$ cat src/rtl/spi_master.sv
// spi_master: SPI mode-0 initiator that turns single register commands into 32-bit frames
module spi_master #(
    parameter int unsigned CLK_DIV   = 8,
    parameter int unsigned SETUP_CYC = 8,
    parameter int unsigned GAP_CYC   = 16,
    parameter logic [7:0]  CHIP_IDW  = 8'h64,
    parameter logic [7:0]  CHIP_IDR  = 8'h65
) (
    input  logic        clock,
    input  logic        reset,
    input  logic        cmd_valid,
    output logic        cmd_ready,
    input  logic        cmd_rw,
    input  logic [7:0]  cmd_addr,
    input  logic [15:0] cmd_wdata,
    output logic        done,
    output logic [15:0] rd_data,
    output logic        busy,
    output logic        ss,
    output logic        sck,
    output logic        mosi,
    input  logic        miso
);
    localparam int unsigned HW   = $clog2(CLK_DIV) + 1;
    localparam int unsigned PMAX = SETUP_CYC > GAP_CYC ? SETUP_CYC : GAP_CYC;
    localparam int unsigned PW   = $clog2(PMAX) + 1;

    typedef enum logic [2:0] {IDLE, SETUP, SHIFT, HOLD, GAP} state_t;

    state_t        state_q, state_d;
    logic [HW-1:0] hc_q, hc_d;
    logic [PW-1:0] cnt_q, cnt_d;
    logic [5:0]    bit_q, bit_d;
    logic [30:0]   tx_q, tx_d;
    logic [15:0]   rx_q, rx_d;
    logic [15:0]   rd_q, rd_d;
    logic          ss_q, ss_d, sck_q, sck_d, mosi_q, mosi_d, done_q, done_d, rw_q, rw_d;
    logic [31:0]   frame;
    logic          accept, hc_end, rise, fall, last, setup_end, gap_end, hold_end;

    // tx_q holds only the bits still to be sent after the one on mosi; rx_q keeps
    // just the last 16 sampled bits since only the data phase is ever returned
    assign frame     = {cmd_rw ? CHIP_IDR : CHIP_IDW, cmd_addr, cmd_rw ? 16'h0 : cmd_wdata};
    assign accept    = state_q == IDLE && cmd_valid;
    assign hc_end    = hc_q == HW'(CLK_DIV - 1);
    assign rise      = state_q == SHIFT && hc_end && !sck_q;
    assign fall      = state_q == SHIFT && hc_end && sck_q;
    assign last      = bit_q == 6'd31;
    assign setup_end = cnt_q == PW'(SETUP_CYC - 1);
    assign gap_end   = cnt_q == PW'(GAP_CYC - 1);
    assign hold_end  = state_q == HOLD && setup_end;

    assign ss      = ss_q;
    assign sck     = sck_q;
    assign mosi    = mosi_q;
    assign done    = done_q;
    assign rd_data = rd_q;

    // state register
    always_ff @(posedge clock or negedge reset) begin
        if (!reset) state_q <= IDLE;
        else        state_q <= state_d;
    end

    // frame sequencing: setup, 64 half-periods, hold, inter-frame gap
    always_comb begin
        state_d = state_q;
        case (state_q)
            IDLE:    if (cmd_valid) state_d = SETUP;
            SETUP:   if (setup_end) state_d = SHIFT;
            SHIFT:   if (fall && last) state_d = HOLD;
            HOLD:    if (setup_end) state_d = GAP;
            GAP:     if (gap_end) state_d = IDLE;
            default: state_d = IDLE;
        endcase
    end

    // handshake outputs and next values of the pin and shift registers
    always_comb begin
        cmd_ready = state_q == IDLE;
        busy      = state_q != IDLE;
        hc_d      = (state_q == SHIFT && !hc_end) ? hc_q + HW'(1) : '0;
        cnt_d     = (state_d == state_q && (state_q == SETUP || state_q == HOLD || state_q == GAP))
                    ? cnt_q + PW'(1) : '0;
        sck_d     = (state_q == SHIFT) ? sck_q ^ hc_end : 1'b0;
        bit_d     = accept ? 6'd0 : fall ? bit_q + 6'd1 : bit_q;
        tx_d      = accept ? frame[30:0] : fall ? {tx_q[29:0], 1'b0} : tx_q;
        mosi_d    = accept ? frame[31] : fall ? (!last && tx_q[30]) : mosi_q;
        rx_d      = rise ? {rx_q[14:0], miso} : rx_q;
        ss_d      = accept ? 1'b0 : hold_end ? 1'b1 : ss_q;
        done_d    = hold_end;
        rd_d      = (hold_end && rw_q) ? rx_q : rd_q;
        rw_d      = accept ? cmd_rw : rw_q;
    end

    // datapath registers; reset forces idle pin levels and abandons any frame
    always_ff @(posedge clock or negedge reset) begin
        if (!reset) begin
            hc_q   <= '0;
            cnt_q  <= '0;
            bit_q  <= '0;
            tx_q   <= '0;
            rx_q   <= '0;
            rd_q   <= '0;
            ss_q   <= 1'b1;
            sck_q  <= 1'b0;
            mosi_q <= 1'b0;
            done_q <= 1'b0;
            rw_q   <= 1'b0;
        end else begin
            hc_q   <= hc_d;
            cnt_q  <= cnt_d;
            bit_q  <= bit_d;
            tx_q   <= tx_d;
            rx_q   <= rx_d;
            rd_q   <= rd_d;
            ss_q   <= ss_d;
            sck_q  <= sck_d;
            mosi_q <= mosi_d;
            done_q <= done_d;
            rw_q   <= rw_d;
        end
    end
endmodule
$ cat config.mk
export PLATFORM = sky130hd
export DESIGN_NAME = spi_master
export DESIGN_NICKNAME = d
export VERILOG_FILES = /design/src/rtl/spi_master.sv
export SDC_FILE = /design/constraint.sdc
export NUM_CORES = 1
export LEC_CHECK = 0
export ABC_AREA = 0
export CAP_MARGIN = 20
export CORE_UTILIZATION = 49
export CTS_CLUSTER_DIAMETER = 150
export DETAILED_ROUTE_END_ITERATION = 8
export PLACE_DENSITY = 0.75
export SKIP_CTS_REPAIR_TIMING = 1
export SLEW_MARGIN = 25
export SYNTH_ARGS = -nofsm -noshare
export SYNTH_HDL_FRONTEND = slang
export SYNTH_SLANG_ARGS = --single-unit
$ cat constraint.sdc
create_clock -name clock -period 2 [get_ports clock]
set_input_delay 0.4 -clock clock [delete_from_list [all_inputs] [get_ports clock]]
set_output_delay 0.4 -clock clock [all_outputs]
set_load 0.02 [all_outputs]
==> results of run 1 <==
-- state kept, by name, indices dropped and copies added, names as in the netlist --
signal   cells
cnt_q        5
rd_data     16
ss           1
bit_q        6
hc_q         4
tx_q        31
sck          1
state_q      3
mosi         1
done         1
rw_q         1
rx_q        16
-- path summary, 6_finish.rpt --
path	slack (ns)	depth (start not counted)	from	end
min in group asynchronous	0.51	2	reset	state_q[2]
worst max-delay path	0.09	6	cnt_q[0]	cnt_q[2]
worst min-delay path	0.47	1	hc_q[0]	hc_q[0]
max in group asynchronous	0.86	3	reset	rx_q[0]
worst min register to register	0.47	1	hc_q[0]	hc_q[0]
worst max register to register	0.09	6	cnt_q[0]	cnt_q[2]
-- cells by family after synthesis --
logic type               synth area share, %
AO/OA/AOI/OAI                           12.1
XOR/XNOR                               0.931
adder cells (fa/ha/maj)                 1.33
buffers and inverters                   3.72
flip-flops                              57.2
multiplexers                            11.4
AND/OR/NAND/NOR                         13.3
-- cells in the mapped netlist (all sizes together) (3+ instances only) --
master  instances  area (um^2)
dfrtp          85         2130
mux2           32          398
nand3          27          135
a221o          17          170
nand2          16         60.1
clkbuf         14         52.6
nor2           12         47.6
o21ai          12         60.1
and3            9         56.3
o211a           9         90.1
buf             8         61.3
o211ai          8         60.1
inv             7         26.3
a21oi           6         30.0
ha              4         50.1
mux2i           3         30.0
nand4           3         18.8
or3             3         18.8
xnor2           3         26.3
-- metrics by stage --
stage	setup TNS [ns]	setup WS, ns	util [%]	cell area, um^2
floorplan	0	0.0195	-	3760
global placement	-3.01	-0.208	61.7	4520
detailed placement	-3.45	-0.226	61.7	4520
CTS	-0.737	-0.281	64.5	4730
global route	0	0.0213	64.9	4760
finish	0	0.0948	64.9	4760
-- layout make-up --
class                      instances  share of cell area, %
tap                               99                   2.60
inverter                           7                  0.552
multi-input combinational        191                   31.6
timing repair buffer              77                   15.7
clock buffer                       9                   2.60
clock inverter                     7                   1.71
sequential                        86                   45.2
-- power groups by stage --
stage / logic (uW) / registers [uW] / clock network (uW)
finish: 1020 / 2240 / 1250
global route: 1120 / 2270 / 1350
CTS: 1010 / 2230 / 1270
detailed placement: 1000 / 2270 / 0
global placement: 958 / 2250 / 0
floorplan: 579 / 2240 / 0
-- worst max-delay path: cells and delay by family (launching register included) --
kind | cells | cell delay [ns]
buf+inv | 1 | 0.15
fa+ha+maj | 2 | 0.39
simple gates | 2 | 0.73
flops | 1 | 0.40
compound gates | 1 | 0.16
-- routing by layer --
layer / global-route usage [%] / share of wire, % / wire (um) / up-vias
met2: 34.1 / 51 / 3840 / 51
met3: 4.48 / 3.0 / 226 / 9
met1: 27.5 / 45 / 3380 / 1349
met4: 7.65 / 1.2 / 88 / 0
li1: - / - / - / 1265
met5: 0 / 0 / 0 / -
==> impl_metrics.tcl, run 1 <==
set metrics [dict create \
    run_status "complete, no violations" \
    cpPeakStageDelay_ns 0.54 \
    firstDrtPassIters 4 \
    seq_area_um2 2150 \
    cts.sink_count 86 \
    layout.cells.most_common_list "dfrtp_1 (85), clkdlybuf4s50_1 (47), nand3_1 (27)" \
    ant_nets 0 \
    tightestPinTransition_ns 0.532 \
    post_synth_inst_count 306 \
    fmaxAchievable_mhz 525 \
    power.switching_fraction_pct 29.2 \
    finalCritPeriodShare_pct 95.3 \
    clock_path_buffers 2 \
    cellPowerDensity_nw_per_um2 945 \
    drt_drc 0 \
    synth_seq_area_share_pct 57.2 \
    num_vias 2674 \
    critical_path.slowest_cell "or4b_4" \
    crit_fanout 2 \
    critical_path.cell_chain "ha_1 -> and3_1 -> ha_1 -> or4b_4 -> buf_4 -> a21oi_1" \
    avgRoutedWirePerCell_um 15.8 \
    timing.final.max_slew_violations 0 \
    comb_power_share_pct 22.6 \
    maxCapViolations 0 \
    timing.setup.critical_path_class "flip-flop to flip-flop" \
    die-area_um2 8030 \
    first_global_vias 2692 \
    htreeDepth 3 \
    crit_top_cell "ha_1" \
    pwr-share-seq_pct 49.7 \
    finish.cell_count_without_fillers 476 \
    grt_antenna_before_repair 0 \
    detail_route.iter0.violations 95 \
    multi_input_comb_area_um2 1510 \
    setup.worst_path.start_class "flip-flop" \
    gpl.final_weighted_congestion 0.743 \
    grt_setup_unrepaired "no" \
    critical_path_required_ns 2.27 \
    mostFrequentLayoutCell "dfrtp_1" \
    mapped_avg_cell_area_um2 12.3 \
    timing.final.crit_period_ns 1.91 \
    detailed_place_hpwl_um 5200 \
    final.setup_skew_ns 0.0140 \
    grt_pass1_wl_um 12600 \
    number_of_flops_mapped_to_enable_cells_by_yosys 0 \
    synthToLayoutAreaGrowth_pct 26.5 \
    std_cell_rows 31 \
    i_o_pin_count 51 \
    power_switching_uw 1310 \
    fp.dieH_um 89.6 \
    floorplan.die.width_um 89.6 \
    power.static_leakage_uw 0.00227 \
    max-slew-margin-rel_pct 64.5 \
    cts-root-buf "clkbuf_8" \
    fill_cells 554 \
    synth.lib_cells_used.distinct 44 \
    clk_latency_ns 0.36 \
    vias_per_cell 5.62 \
    yosys_register_bits 86 \
    clkSlewWorstSetupHoldPaths_ns 0.09 \
    cp.arrival_ns 2.18 \
    yosys_warnings 0 \
    design_power_total_uw 4500 \
    drive_above_1_share_pct 21.8 \
    final_net_count 405 \
    globalRoute.totalOverflow 0 \
    global_route.usage.total_pct 20.9 \
    critical_path.endpoint_type "flip-flop" \
    start_util_pct 51.3 \
    cts_tree "built" \
    grt_start_max_net_pins 32 \
    syn-num-nets 339 \
    syn_area_um2 3760 \
    cts_inserted_buffers 9 \
    place_inst 459 \
    final-setup-viol-count 0 \
    drt-total-wl_um 7530 \
    clock_power_share_pct 27.7 \
    async_reset_ff_share_pct 100 \
    final-hold-violation-count 0 \
    fin_worst_hold_slack_ns 0.475 \
    min_path_type "flip-flop to flip-flop" \
    core_region_area_um2 7330 \
    port_buffers 50 \
    synth-main-ff-cell "dfrtp_1" \
    antenna_cells 0 \
    max-vdd-ir-drop_mv 0.430 \
    power.internal_uw 3190 \
]
(Power assumes the default switching activity.)
==> run 2, diff against run 1 <==
--- a/config.mk
+++ b/config.mk
@@ -6,11 +6,10 @@
 export NUM_CORES = 1
 export LEC_CHECK = 0
 export ABC_AREA = 0
-export CAP_MARGIN = 20
-export CORE_UTILIZATION = 49
+export CORE_UTILIZATION = 56
 export CTS_CLUSTER_DIAMETER = 150
 export DETAILED_ROUTE_END_ITERATION = 8
-export PLACE_DENSITY = 0.75
+export PLACE_DENSITY = 0.81
 export SKIP_CTS_REPAIR_TIMING = 1
 export SLEW_MARGIN = 25
 export SYNTH_ARGS = -nofsm -noshare
==> constraint.sdc (replaced) <==
create_clock -name clock -period 2.5 [get_ports clock]
set_input_delay 0.5 -clock clock [delete_from_list [all_inputs] [get_ports clock]]
set_output_delay 0.5 -clock clock [all_outputs]
set_load 0.02 [all_outputs]
==> impl_metrics.tcl, run 2 (synthesis gave the netlist of run 1 again) <==
set metrics [dict create \
    timing.final.max_slew_violations 0 \
    std_cell_rows 29 \
    fmaxAchievable_mhz 426 \
    global_route.usage.total_pct 23.0 \
    grt_start_max_net_pins 53 \
    htreeDepth 3 \
    cts-root-buf "clkbuf_8" \
    globalRoute.totalOverflow 0 \
    drive_above_1_share_pct 19.3 \
    critical_path_required_ns 2.00 \
    max-vdd-ir-drop_mv 0.510 \
    detailed_place_hpwl_um 4790 \
    timing.final.crit_period_ns 2.35 \
    finalCritPeriodShare_pct 93.9 \
    critical_path.endpoint_type "output pin" \
    run_status "finished, violations left" \
    port_buffers 50 \
    place_inst 424 \
    fill_cells 436 \
    fp.dieH_um 84.0 \
    num_vias 2606 \
    drt_drc 12 \
    firstDrtPassIters 6 \
    cts_inserted_buffers 9 \
    design_power_total_uw 3610 \
    clock_path_buffers 2 \
    die-area_um2 7050 \
    maxCapViolations 0 \
    detail_route.iter0.violations 149 \
    grt_setup_unrepaired "no" \
    min_path_type "input port to asynchronous set/reset pin" \
    final-hold-violation-count 0 \
    tightestPinTransition_ns 0.651 \
    antenna_cells 0 \
    finish.cell_count_without_fillers 440 \
    vias_per_cell 5.92 \
    final-setup-viol-count 0 \
    i_o_pin_count 51 \
    final_util_pct 71.7 \
    seq_area_um2 2160 \
    gpl.final_weighted_congestion 0.762 \
    floorplan.die.width_um 84.0 \
    registers.top_by_ff_count "tx_q" \
    drt-total-wl_um 7330 \
    grt_antenna_before_repair 0 \
    cts.sink_count 86 \
    final_net_count 391 \
    power.static_leakage_uw 0.00219 \
    crit_fanout 9 \
    core_region_area_um2 6420 \
    final.setup_skew_ns 0.0131 \
    cts_tree "built" \
    timing.setup.critical_path_class "flip-flop to output pin" \
    ant_nets 0 \
    clk_latency_ns 0.36 \
    synthToLayoutAreaGrowth_pct 22.4 \
    grt_pass1_wl_um 12700 \
    largest_reg_flops 31 \
    start_util_pct 58.6 \
    cp.arrival_ns 1.85 \
    avgRoutedWirePerCell_um 16.7 \
    first_global_vias 2657 \
    layout.cells.most_common_list "dfrtp_1 (83), clkdlybuf4s50_1 (48), nand3_1 (27)" \
    multi_input_comb_area_um2 1490 \
    setup.worst_path.start_class "flip-flop" \
    mostFrequentLayoutCell "dfrtp_1" \
    max-slew-margin-rel_pct 56.6 \
    cellPowerDensity_nw_per_um2 784 \
    clkSlewWorstSetupHoldPaths_ns 0.09 \
    violations "design-rule violations" \
]
[run 2: metrics by stage]
step | hold slack, ns | worst slack (ns) | setup TNS (ns) | instance area [um^2]
floorplan | 0.204 | 0.498 | 0 | 3760
global placement | 0.443 | 0.0657 | 0 | 4370
detailed placement | 0.451 | 0.00568 | 0 | 4370
CTS | 0.177 | -0.0230 | -0.0230 | 4600
global route | 0.217 | 0.101 | 0 | 4610
finish | 0.171 | 0.151 | 0 | 4610
[run 2: where the power goes]
part	internal [uW]	switching [uW]	total, uW
clock network	577	533	1110
logic	367	318	684
registers	1640	179	1820
[run 2: critical path, stage by stage (launching register included)]
cell and delay, ns:
dfrtp_2 0.49, or3_1 0.44, clkdlybuf4s50_1 0.56
[run 2: path summary, 6_finish.rpt]
kind | startpoint | end | slack (ns) | cells past startpoint
hold reg to reg | cnt_q[0] | cnt_q[0] | 0.46 | 1
min in group clock | cnt_q[0] | cnt_q[0] | 0.46 | 1
hold / removal | reset | rd_data[11] | 0.17 | 1
setup / recovery | state_q[2] | busy | 0.15 | 2
setup reg to reg | cnt_q[0] | cnt_q[3] | 0.36 | 6
max in group asynchronous | reset | state_q[0] | 1.71 | 2
[run 2: metal layers]
layer  wire length [um]  up-vias  share of wire, %  global-route usage [%]
met1               3460     1311                47                    31.2
met5                  0        -                 0                       0
li1                   -     1230                 -                       -
met3                262       10               3.6                    5.64
met4                 99        0               1.3                    7.37
met2               3520       55                48                    36.7
[run 2: cell type report]
class,instances,area share [%]
Sequential cell,86,46.8
Multi-Input combinational cell,191,32.3
Timing Repair Buffer,63,13.3
Clock buffer,9,2.69
Clock inverter,7,2.25
Tap cell,77,2.09
Inverter,7,0.570
==> run 3, diff against run 2 <==
--- a/config.mk
+++ b/config.mk
@@ -10,6 +10,7 @@
 export CTS_CLUSTER_DIAMETER = 150
 export DETAILED_ROUTE_END_ITERATION = 8
 export PLACE_DENSITY = 0.81
+export RECOVER_POWER = 25
 export SKIP_CTS_REPAIR_TIMING = 1
 export SLEW_MARGIN = 25
 export SYNTH_ARGS = -nofsm -noshare
==> impl_metrics.tcl, run 3 (synthesis gave the netlist of run 1 again) <==
set metrics [dict create \
    fin_ws_ns 0.151 \
    port_buffers 50 \
    floorplan.die.width_um 84.0 \
    critical_register_to_register_path_startpoint "cnt_q[0]" \
    critical_path.endpoint_type "output pin" \
    htreeDepth 3 \
    num_vias 2606 \
    mostFrequentLayoutCell "dfrtp_1" \
    drive_above_1_share_pct 19.3 \
    detailed_place_hpwl_um 4790 \
    r2r.worst_path.cells 6 \
    power.static_leakage_uw 0.00219 \
    globalRoute.totalOverflow 0 \
    cts-root-buf "clkbuf_8" \
    grt_util_met1_pct 31.2 \
    use_met2_pct 36.7 \
    clkSlewWorstSetupHoldPaths_ns 0.09 \
    cts_inserted_buffers 9 \
    grt_start_max_net_pins 53 \
    run_status "finished, violations left" \
    tightestPinTransition_ns 1.29 \
    antenna_cells 0 \
    endpoint "busy" \
    violations "design-rule violations" \
    cp.arrival_ns 1.85 \
    detail_route.iter0.violations 149 \
    timing.final.max_slew_violations 0 \
    maxCapViolations 0 \
    largest_reg_flops 31 \
    final.setup_skew_ns 0.0131 \
    start_util_pct 58.6 \
    min_path_type "input port to asynchronous set/reset pin" \
    fmaxAchievable_mhz 426 \
    cellPowerDensity_nw_per_um2 784 \
    vias_per_cell 5.92 \
    std_cell_rows 29 \
    global_route.usage.total_pct 23.0 \
    timing.critical_path.from "state_q[2]" \
    grt_antenna_before_repair 0 \
    fp.dieH_um 84.0 \
    r2r-end "cnt_q[3]" \
    timing.final.crit_period_ns 2.35 \
    layout.cells.most_common_list "dfrtp_1 (83), clkdlybuf4s50_1 (48), nand3_1 (27)" \
    timing.reg2reg.setup_slack_ns 0.36 \
    clock_path_buffers 2 \
    clk_latency_ns 0.36 \
    worst_setup_slack_post_dpl_ns 0.00568 \
    cts_tree "built" \
    groute.layer.met3.usage_pct 5.64 \
    ant_nets 0 \
    drt-total-wl_um 7330 \
    crit_fanout 9 \
    finish.cell_count_without_fillers 440 \
    final-setup-viol-count 0 \
    registers.top_by_ff_count "tx_q" \
    gpl.final_weighted_congestion 0.762 \
    firstDrtPassIters 6 \
    finalCritPeriodShare_pct 93.9 \
    final_net_count 391 \
    setup.worst_path.start_class "flip-flop" \
    cts.sink_count 86 \
    die-area_um2 7050 \
    final-hold-violation-count 0 \
    synthToLayoutAreaGrowth_pct 22.4 \
    drt_drc 12 \
    grt_pass1_wl_um 12700 \
    fin_worst_hold_slack_ns 0.416 \
    max-vdd-ir-drop_mv 0.510 \
    top_usage_layer "met2" \
    setup_total_negative_slack_ns 0 \
    critical_path_required_ns 2.00 \
    grt_setup_unrepaired "no" \
    core_region_area_um2 6420 \
    max-slew-margin-rel_pct 14.0 \
    i_o_pin_count 51 \
    place_inst 424 \
    avgRoutedWirePerCell_um 16.7 \
    first_global_vias 2657 \
    timing.setup.critical_path_class "flip-flop to output pin" \
]
## run 3: changes by cell type in the layout (fill, tap and decap cells not counted)
| cell | before | now |
|---|---|---|
| buf_4 | 13 | 12 |
| clkbuf_2 | 0 | 1 |
## run 3: per-stage QoR
stage	instance area [um^2]	power (uW)	utilization (%)
after global placement	4370	2490	68.1
final	4600	3610	71.7
after floorplan	3760	2250	-
after CTS	4600	3640	71.7
after detailed placement	4370	2520	68.1
after global routing	4600	3800	71.7
## run 3: worst min path at each step
stage / from / to / slack (ns) / cells after the start
final: reset / rd_data[11] / 0.42 / 1
after global routing: cnt_q[0] / cnt_q[0] / 0.49 / 1
after CTS: reset / rx_q[8] / 0.18 / 1
after detailed placement: cnt_q[0] / cnt_q[0] / 0.45 / 1
after global placement: cnt_q[0] / cnt_q[0] / 0.44 / 1
after floorplan: reset / bit_q[0] / 0.20 / 0
## run 3: final cells by class
type | instances | area (um^2)
repair buffers | 63 | 608
clock buffers | 9 | 124
well taps | 77 | 96.3
fillers | 437 | 1820
inverters | 7 | 26.3
clock inverters | 7 | 104
multi-input cells | 191 | 1490
flip-flops and latches | 86 | 2160
## run 3: layer usage
metal	part of all wire (%)	wire length, um
met5	0	0
met4	1.3	99
met2	48	3520
met1	47	3460
met3	3.6	261
## run 3: power by group
part / leakage [uW] / switching, uW / internal (uW)
Clock: 0.000115 / 533 / 577
Sequential: 0.00114 / 179 / 1640
Combinational: 0.000940 / 318 / 366
Total: 0.00219 / 1030 / 2580
## run 3: worst max-delay path, stage by stage (launching register included)
cell,delay (ns)
dfrtp_2,0.49
or3_1,0.44
clkdlybuf4s50_1,0.56
